==> src/rtl/pr_axi_reader.sv <==
// Read-stream engine: turns a (byte address, word count) request into 512-bit AXI
// read bursts and unpacks the returned beats into a 64-bit valid/ready word stream.
module pr_axi_reader #(
  parameter logic [15:0] ID        = 16'd0,
  parameter int          MAX_BURST = 16
) (
  input  logic         clk,
  input  logic         rst,
  input  logic         req_valid,
  output logic         req_ready,
  input  logic [63:0]  req_addr,
  input  logic [31:0]  req_count,
  output logic [15:0]  arid_m,
  output logic [63:0]  araddr_m,
  output logic [7:0]   arlen_m,
  output logic [2:0]   arsize_m,
  output logic         arvalid_m,
  input  logic         arready_m,
  input  logic [15:0]  rid_m,
  input  logic [511:0] rdata_m,
  input  logic [1:0]   rresp_m,
  input  logic         rlast_m,
  input  logic         rvalid_m,
  output logic         rready_m,
  output logic         out_valid,
  input  logic         out_ready,
  output logic [63:0]  out_data,
  output logic         out_last,
  output logic         done,
  output logic         err
);

  typedef enum logic [1:0] {S_IDLE, S_AR, S_R, S_DONE} state_t;

  localparam logic [32:0] MAX_B = 33'(MAX_BURST);

  state_t        state_q, state_d;
  logic [57:0]   line_q, line_d;
  logic [32:0]   lines_left_q, lines_left_d;
  logic [31:0]   words_left_q, words_left_d;
  logic [511:0]  buf_q, buf_d;
  logic          buf_valid_q, buf_valid_d;
  logic [2:0]    idx_q, idx_d;
  logic [2:0]    off_q, off_d;
  logic          first_q, first_d;
  logic          err_q, err_d;

  logic [32:0]   page_room;
  logic [32:0]   burst_len;
  logic [63:0]   beat_words [8];
  logic          buf_last;
  logic          out_fire;
  logic          r_fire;
  logic          unused_ok;

  assign unused_ok = ^{rid_m, req_addr[2:0]};

  for (genvar gi = 0; gi < 8; gi++) begin : g_unpack
    assign beat_words[gi] = buf_q[64*gi +: 64];
  end

  // Burst length is clipped by remaining lines, MAX_BURST and the 4 KB page end.
  always_comb begin
    page_room = 33'd64 - {27'd0, line_q[5:0]};
    burst_len = lines_left_q;
    if (burst_len > MAX_B) burst_len = MAX_B;
    if (burst_len > page_room) burst_len = page_room;
  end

  assign buf_last  = (idx_q == 3'd7) || (words_left_q == 32'd1);
  assign out_fire  = buf_valid_q && out_ready;
  assign rready_m  = (state_q == S_R) && (!buf_valid_q || (buf_last && out_ready));
  assign r_fire    = rvalid_m && rready_m;

  assign req_ready = (state_q == S_IDLE);
  assign done      = (state_q == S_DONE);
  assign err       = err_q;
  assign arid_m    = ID;
  assign arsize_m  = 3'd6;
  assign arvalid_m = (state_q == S_AR);
  assign araddr_m  = arvalid_m ? {line_q, 6'b0} : 64'd0;
  assign arlen_m   = arvalid_m ? (burst_len[7:0] - 8'd1) : 8'd0;
  assign out_valid = buf_valid_q;
  assign out_data  = buf_valid_q ? beat_words[idx_q] : 64'd0;
  assign out_last  = buf_valid_q && (words_left_q == 32'd1);

  always_comb begin
    state_d      = state_q;
    line_d       = line_q;
    lines_left_d = lines_left_q;
    words_left_d = words_left_q;
    buf_d        = buf_q;
    buf_valid_d  = buf_valid_q;
    idx_d        = idx_q;
    off_d        = off_q;
    first_d      = first_q;
    err_d        = err_q;

    if (out_fire) begin
      words_left_d = words_left_q - 32'd1;
      if (buf_last) buf_valid_d = 1'b0;
      else          idx_d       = idx_q + 3'd1;
    end
    // A new beat may land in the same cycle the old buffer's last word leaves.
    if (r_fire) begin
      buf_d       = rdata_m;
      buf_valid_d = 1'b1;
      idx_d       = first_q ? off_q : 3'd0;
      first_d     = 1'b0;
      if (rresp_m != 2'd0) err_d = 1'b1;
    end

    case (state_q)
      S_IDLE: begin
        if (req_valid) begin
          line_d       = req_addr[63:6];
          off_d        = req_addr[5:3];
          words_left_d = req_count;
          lines_left_d = ({30'd0, req_addr[5:3]} + {1'b0, req_count} + 33'd7) >> 3;
          first_d      = 1'b1;
          err_d        = 1'b0;
          buf_valid_d  = 1'b0;
          state_d      = (req_count == 32'd0) ? S_DONE : S_AR;
        end
      end
      S_AR: begin
        if (arready_m) begin
          line_d       = line_q + {25'd0, burst_len};
          lines_left_d = lines_left_q - burst_len;
          state_d      = S_R;
        end
      end
      S_R: begin
        if (r_fire && rlast_m && (lines_left_q != 33'd0)) state_d = S_AR;
        if (out_fire && (words_left_q == 32'd1))          state_d = S_DONE;
      end
      S_DONE:  state_d = S_IDLE;
      default: state_d = S_IDLE;
    endcase
  end

  always_ff @(posedge clk) begin
    if (rst) begin
      state_q      <= S_IDLE;
      line_q       <= '0;
      lines_left_q <= '0;
      words_left_q <= '0;
      buf_valid_q  <= 1'b0;
      idx_q        <= '0;
      off_q        <= '0;
      first_q      <= 1'b0;
      err_q        <= 1'b0;
    end else begin
      state_q      <= state_d;
      line_q       <= line_d;
      lines_left_q <= lines_left_d;
      words_left_q <= words_left_d;
      buf_valid_q  <= buf_valid_d;
      idx_q        <= idx_d;
      off_q        <= off_d;
      first_q      <= first_d;
      err_q        <= err_d;
    end
  end

  // Beat data needs no reset; out_data is masked by buf_valid.
  always_ff @(posedge clk) begin
    buf_q <= buf_d;
  end

endmodule

==> config.mk <==
export PLATFORM = sky130hd
export DESIGN_NAME = pr_axi_reader
export DESIGN_NICKNAME = d
export VERILOG_FILES = /design/src/rtl/pr_axi_reader.sv
export SDC_FILE = /design/constraint.sdc
export NUM_CORES = 1
export LEC_CHECK = 0
export CORE_AREA = 4 4 312 314
export CTS_CLUSTER_SIZE = 16
export DETAILED_ROUTE_END_ITERATION = 12
export DIE_AREA = 0 0 316 318
export MAX_ROUTING_LAYER = met4
export PLACE_DENSITY = 0.58
export SLEW_MARGIN = 5
export SYNTH_ARGS = -nofsm -noshare
export SYNTH_HDL_FRONTEND = slang
export SYNTH_SLANG_ARGS = --single-unit
==> constraint.sdc <==
create_clock -name clk -period 17.7 [get_ports clk]
set_input_delay 3.54 -clock clk [delete_from_list [all_inputs] [get_ports clk]]
set_output_delay 3.54 -clock clk [all_outputs]
set_load 0.01 [all_outputs]
After elaboration in Yosys (flattened, before gate mapping)

Cells that the tools add are included.

Bits in registers: 646
Input bits: 633
Memories kept: 0
Bits in latches: 0
Word-level logic and storage cells: 91
Output and inout bits: 162
ROM bits: 0
Memory bits (writable): 0

Order comparisons: 3
Shifts and indexed selects: 0
Divide/modulo/power cells: 0
Reductions and logical operators: 21
Bitwise logic cells: 1
Muxes and demuxes: 39
$mul: 0
Add/sub/neg operators: 8
Equal/unequal tests: 9

Operators with widths:

| operator                                             | count |
|---|---|
| 2-to-1 mux 64 bit                                    | 4 |
| binary-select mux 64 bit (select 3 bit)              | 1 |
| 2-to-1 mux 33 bit                                    | 4 |
| 2-to-1 mux 58 bit                                    | 2 |
| one-hot mux 58 bit (2 select lines)                  | 1 |
| 2-to-1 mux 32 bit                                    | 3 |
| one-hot mux 33 bit (2 select lines)                  | 1 |
| adder 58 x 33 -> 58 bit                              | 1 |
| adder 3 x 32 -> 33 bit                               | 1 |
| adder 33 x 3 -> 33 bit, second input constant        | 1 |
| > comparator 33 bit                                  | 1 |
| > comparator 33 x 5 -> 1 bit, second input constant  | 1 |
| nonzero test 33 bit                                  | 1 |
| subtractor 33 bit                                    | 1 |
| equality test 32 x 1 -> 1 bit, second input constant | 1 |
| logical NOT 32 bit                                   | 1 |
| subtractor 32 x 1 -> 32 bit, second input constant   | 1 |
| 2-to-1 mux 1 bit                                     | 12 |
| 2-to-1 mux 3 bit                                     | 4 |
| 2-to-1 mux 2 bit                                     | 5 |
| logical AND 1 bit                                    | 8 |
| 2-to-1 mux 8 bit                                     | 1 |
| one-hot mux 2 bit (4 select lines)                   | 1 |
| subtractor 7 x 6 -> 8 bit, first input constant      | 1 |
| other kinds (16)                                     | 23 |

Longest topological paths before layout

Word-level depth: 11
Gate-level depth with buffers: 26
Mapped depth without buffers: 24

Worst setup path before layout

No wires, ideal clock.

Path kind: input-to-reg
From: input port out_ready
To: register buf_q[0] (enable)
Cell stages on the path: 5
Setup time: 0.860 ns
Required time: 16.840 ns
Slack: 2.802 ns
Arrival time: 14.038 ns
Path buffers: 1
Cells stage by stage: o211ai_1 a31oi_4 nand2_2 buf_2 inv_1

Longest elaborated chain between the ends: 4

Ends and longest elaborated chain:

| item                 | line | RTL |
|---|---|---|
| from (decl)          | 26   | `input logic out_ready,` |
| logical AND 1 bit    | 72   | `assign rready_m = (state_q == S_R) && (!buf_valid_q \|\| (buf_last && out_ready));` |
| logical OR 1 bit     | 72   |  |
| logical AND 1 bit    | 72   |  |
| via rready_m         | 24   | `output logic rready_m,` |
| logical AND 1 bit    | 73   | `assign r_fire = rvalid_m && rready_m;` |
| via r_fire           | 53   | `logic r_fire;` |
| to (signal assigned) | 168  | `buf_q <= buf_d;` |
| to (decl)            | 41   | `logic [511:0] buf_q, buf_d;` |

The timed path passes the listed nets, and every way through them passes these cells.
A chain may end at the register's enable or synchronous reset.

Worst setup path in the final report

From: register lines_left_q[5]
To: output port arlen_m[4]

Longest elaborated chain between the ends: 6

Ends and longest elaborated chain:

| item                         | line | RTL |
|---|---|---|
| from (decl)                  | 39   | `logic [32:0] lines_left_q, lines_left_d;` |
| from (signal assigned)       | 156  | `lines_left_q <= lines_left_d;` |
| > comparator 33 x 5 -> 1 bit | 66   | `if (burst_len > MAX_B) burst_len = MAX_B;` |
| 2-to-1 mux 33 bit *          | 66   |  |
| > comparator 33 bit          | 67   | `if (burst_len > page_room) burst_len = page_room;` |
| 2-to-1 mux 33 bit *          | 67   |  |
| subtractor 8 x 1 -> 8 bit *  | 82   | `assign arlen_m = arvalid_m ? (burst_len[7:0] - 8'd1) : 8'd0;` |
| 2-to-1 mux 8 bit *           | 82   |  |
| to (decl)                    | 15   | `output logic [7:0] arlen_m,` |

Every way passes the cells marked *; elsewhere a longest branch is shown, timed or not.

==> impl_metrics.csv <==
group,metric,value,unit
floorplanning,rows,113,
min_path,hp-start,"off_q[2]",
clock_tree,clock-sinks,646,
power,power.total,4.11,mW
finish,mostFrequentLayoutCell,"clkdlybuf4s50_1",
clock_tree,ctsHoldBuffers,0,
floorplanning,die_w,316,um
critical_path,cp-start-kind,"flop",
outcome,status,"completed",
min_path,hp-class,"reg -> reg",
place,hpwl,85.3,mm
critical_path,critPathLaunch,"lines_left_q[5]",
clock_tree,clk_pin_slew,60,ps
critical_path,endpoint,"arlen_m[4]",
yosys,synth-compound-area-share,10.0,%
critical_path,reg2reg_depth,23,
finish,syn2layout_area_growth,37.1,%
critical_path,cp.required,14160,ps
routing,first_pass_iters,5,
sta,relSlewSlack,26.2,%
sta,fin_setup_tns,0,ps
critical_path,path_common_cell,"o21a_1",
critical_path,cpMaxStageDelayCell,"a211oi_1",
clock_tree,numCtsBuffers,77,
finish,multi_input_area,12300,sq um
clock_tree,post_cts_buffers,0,
yosys,synth.area.mux_share,11.8,%
yosys,synthTopCellsByArea,"edfxtp_1 50%, mux4_2 9.3%, dfxtp_1 8.7%, ha_1 3.3%, nor2_1 2.8%",
finish,final_nets,3862,
yosys,yosysUniqueCellTypes,86,
finish,drive_above_1_share,9.48,%
floorplanning,die_h,318,um
routing,wl,111,mm
floorplanning,dieArea,100000,sq um
critical_path,cpPeakStageDelay,580,ps
floorplanning,core,94600,sq um
critical_path,worstPathArrival,5880,ps
sta,setup_viol_count_final,0,
routing,first_iter_violations,1899,
clock_tree,cts_max_level,3,
yosys,synth_top_family_by_area,"multiplexers",
clock_tree,worstSkewPairLatency,640,ps
yosys,ys_seq_area_share,58.3,%
sta,tightest_slew,1110,ps
power,vdd_ir_drop_max,0.0000777,V
yosys,synth_ff_type,"edfxtp_1",
routing,vias_per_cell,5.12,
critical_path,crit_buf_inv,2,
clock_tree,cts_buffer_depth,3,
global_routing,grt_use_total,22.1,%
yosys,ys_seq_elements,646,
routing,vias,23100,
yosys,synthArstFlopShare,0,%
yosys,synth_edf_count,512,
place,globalplace.congestion,0.880,
yosys,netlist_instances,2374,
power,p_leak,14.4,nW
global_routing,overflow,0,
sta,hold_violations,0,
sta,period_needed,9420,ps
routing,wire_per_inst,24.6,um
finish,n_fill_cell,8692,
sta,slew_violations,0,
floorplanning,num_io_pins,795,
critical_path,critical_path.max_fanout,14,
clock_tree,root_buffer,"clkbuf_16",
yosys,post-synth-top-area-fraction,49.6,%
finish,seq_area,18100,sq um
yosys,synth_xor_xnor_area_share,3.03,%
sta,clock_skew,23.4,ps
routing,ant_nets,0,
critical_path,cpLargestDelayFamily,"compound AO/OA/AOI/OAI gates",
sta,fin_crit_sh,53.2,%
clock_tree,cts_tree,"built",
sta,rsz0062_at_grt,"no",
critical_path,reg2reg_slack,10450,ps
finish,final_cell_mix,"749 x clkdlybuf4s50_1, 512 x edfxtp_1, 230 x nor2_1",
place,place_inst,4331,
critical_path,crit_type,"reg -> out",
critical_path,rr_endpoint,"line_q[56]",
sta,fmax,106,MHz
yosys,synthAdderAreaFrac,3.44,%
critical_path,regToRegStartpoint,"lines_left_q[5]",
critical_path,path_cells,"nor4_1, nand4_1, a211oi_1, and2_1, ha_1, o21a_1, o21a_1, o21a_1, o21ai_0, a21o_1, nand2_1, o21ai_0, inv_1, ha_1, o211ai_1, mux2i_1, clkdlybuf4s50_1",
global_routing,antenna_found_initial,65,
global_routing,grt_pass1_vias,22400,
flow_run,maxCapViolations,0,
floorplanning,initial_core_util,32.7,%
finish,fin_cells,4514,
yosys,yosysWarningCount,0,
routing,drcViolationCount,0,
clock_tree,postCtsResizedCells,0,
yosys,avgSynthCellArea,13.0,sq um
power,power_density,96.7,nW/um^2
critical_path,end_kind,"output pin",
critical_path,worst-path-stages,17,
yosys,synth_area_leader_cell,"edfxtp_1",
yosys,netlist_area,31000,sq um
global_routing,grt_max_degree,175,
global_routing,grt_pass1_wl,156,mm
place,port_buffers,750,
yosys,yosys.area_share.simple,10.4,%
==> per-layer routing <==
metal	GRT usage, %	wire length [um]	part of all wire [%]	vias up
li1	-	-	-	10700
met2	36.8	55500	50	928
met3	7.30	10800	9.7	150
met5	-	0	0	-
met1	26.1	43000	39	11400
met4	4.57	2040	1.8	0
==> synthesized netlist by cell type (24+ instances only) <==
master / n
buf_4: 25
edfxtp_1: 512
o21ai_0: 70
and3_1: 24
a21o_1: 36
nand3_1: 51
xor2_1: 36
xnor2_1: 71
a211oi_1: 67
ha_1: 82
clkbuf_1: 94
a311oi_1: 31
and2_1: 68
nor2_1: 231
nand2_1: 135
a21oi_1: 88
inv_1: 64
mux2i_1: 75
mux4_2: 128
dfxtp_1: 134
buf_1: 32
nor4_1: 40
nor3_1: 31
==> tightest hold or removal path: stages, from the launching register on <==
cell	delay, ps
dfxtp_1	310
nand2_1	50
a21oi_1	50
==> worst min path at each step <==
stage	endpoint	slack [ps]	depth (start not counted)
2_1_floorplan	off_q[0]	440	2
3_3_place_gp	off_q[0]	450	2
3_5_place_dp	off_q[1]	450	2
4_1_cts	off_q[1]	460	2
5_1_grt	off_q[1]	480	2
6_report	off_q[2]	460	2
==> stage by stage <==
stage               worst slack [ps]  instance area, sq um  hold slack [ps]  utilization [%]
global placement                8890                 39900              449             42.2
finish                          8280                 42500              461             44.9
floorplan                       2800                 31300              437                -
detailed placement              8890                 39900              452             42.2
global route                    7970                 42500              482             44.9
CTS                             8180                 42400              464             44.8
==> logic make-up after synthesis <==
kind of cell | after synthesis
and+or+nand+nor | 667
DFF | 646
AOI/OAI and AO/OA | 444
buffers and inverters | 220
muxes | 204
xor gates and xnor gates | 107
adders and majority gates | 84
other | 2
==> state kept, by name (all words and copies together) (netlist names) <==
register / flops
buf_q: 512
line_q: 58
lines_left_q: 33
words_left_q: 32
idx_q: 3
off_q: 3
state_q: 2
err: 1
first_q: 1
out_valid: 1
==> power by group <==
group | internal [mW] | switching, mW
sequential | 1.71 | 0.0528
clock | 0.905 | 0.664
combinational | 0.384 | 0.395
total | 3.00 | 1.11
==> layout make-up <==
| cell class | count | share of cell area, % |
|---|---|---|
| Antenna cell | 43 | 0.253 |
| Clock buffer | 98 | 4.94 |
| Clock inverter | 42 | 0.907 |
| Inverter | 64 | 0.583 |
| Multi-Input combinational cell | 1584 | 28.9 |
| Sequential cell | 646 | 42.5 |
| Tap cell | 1265 | 3.73 |
| Timing Repair Buffer | 772 | 18.1 |
Power figures use the tool's default switching activity.
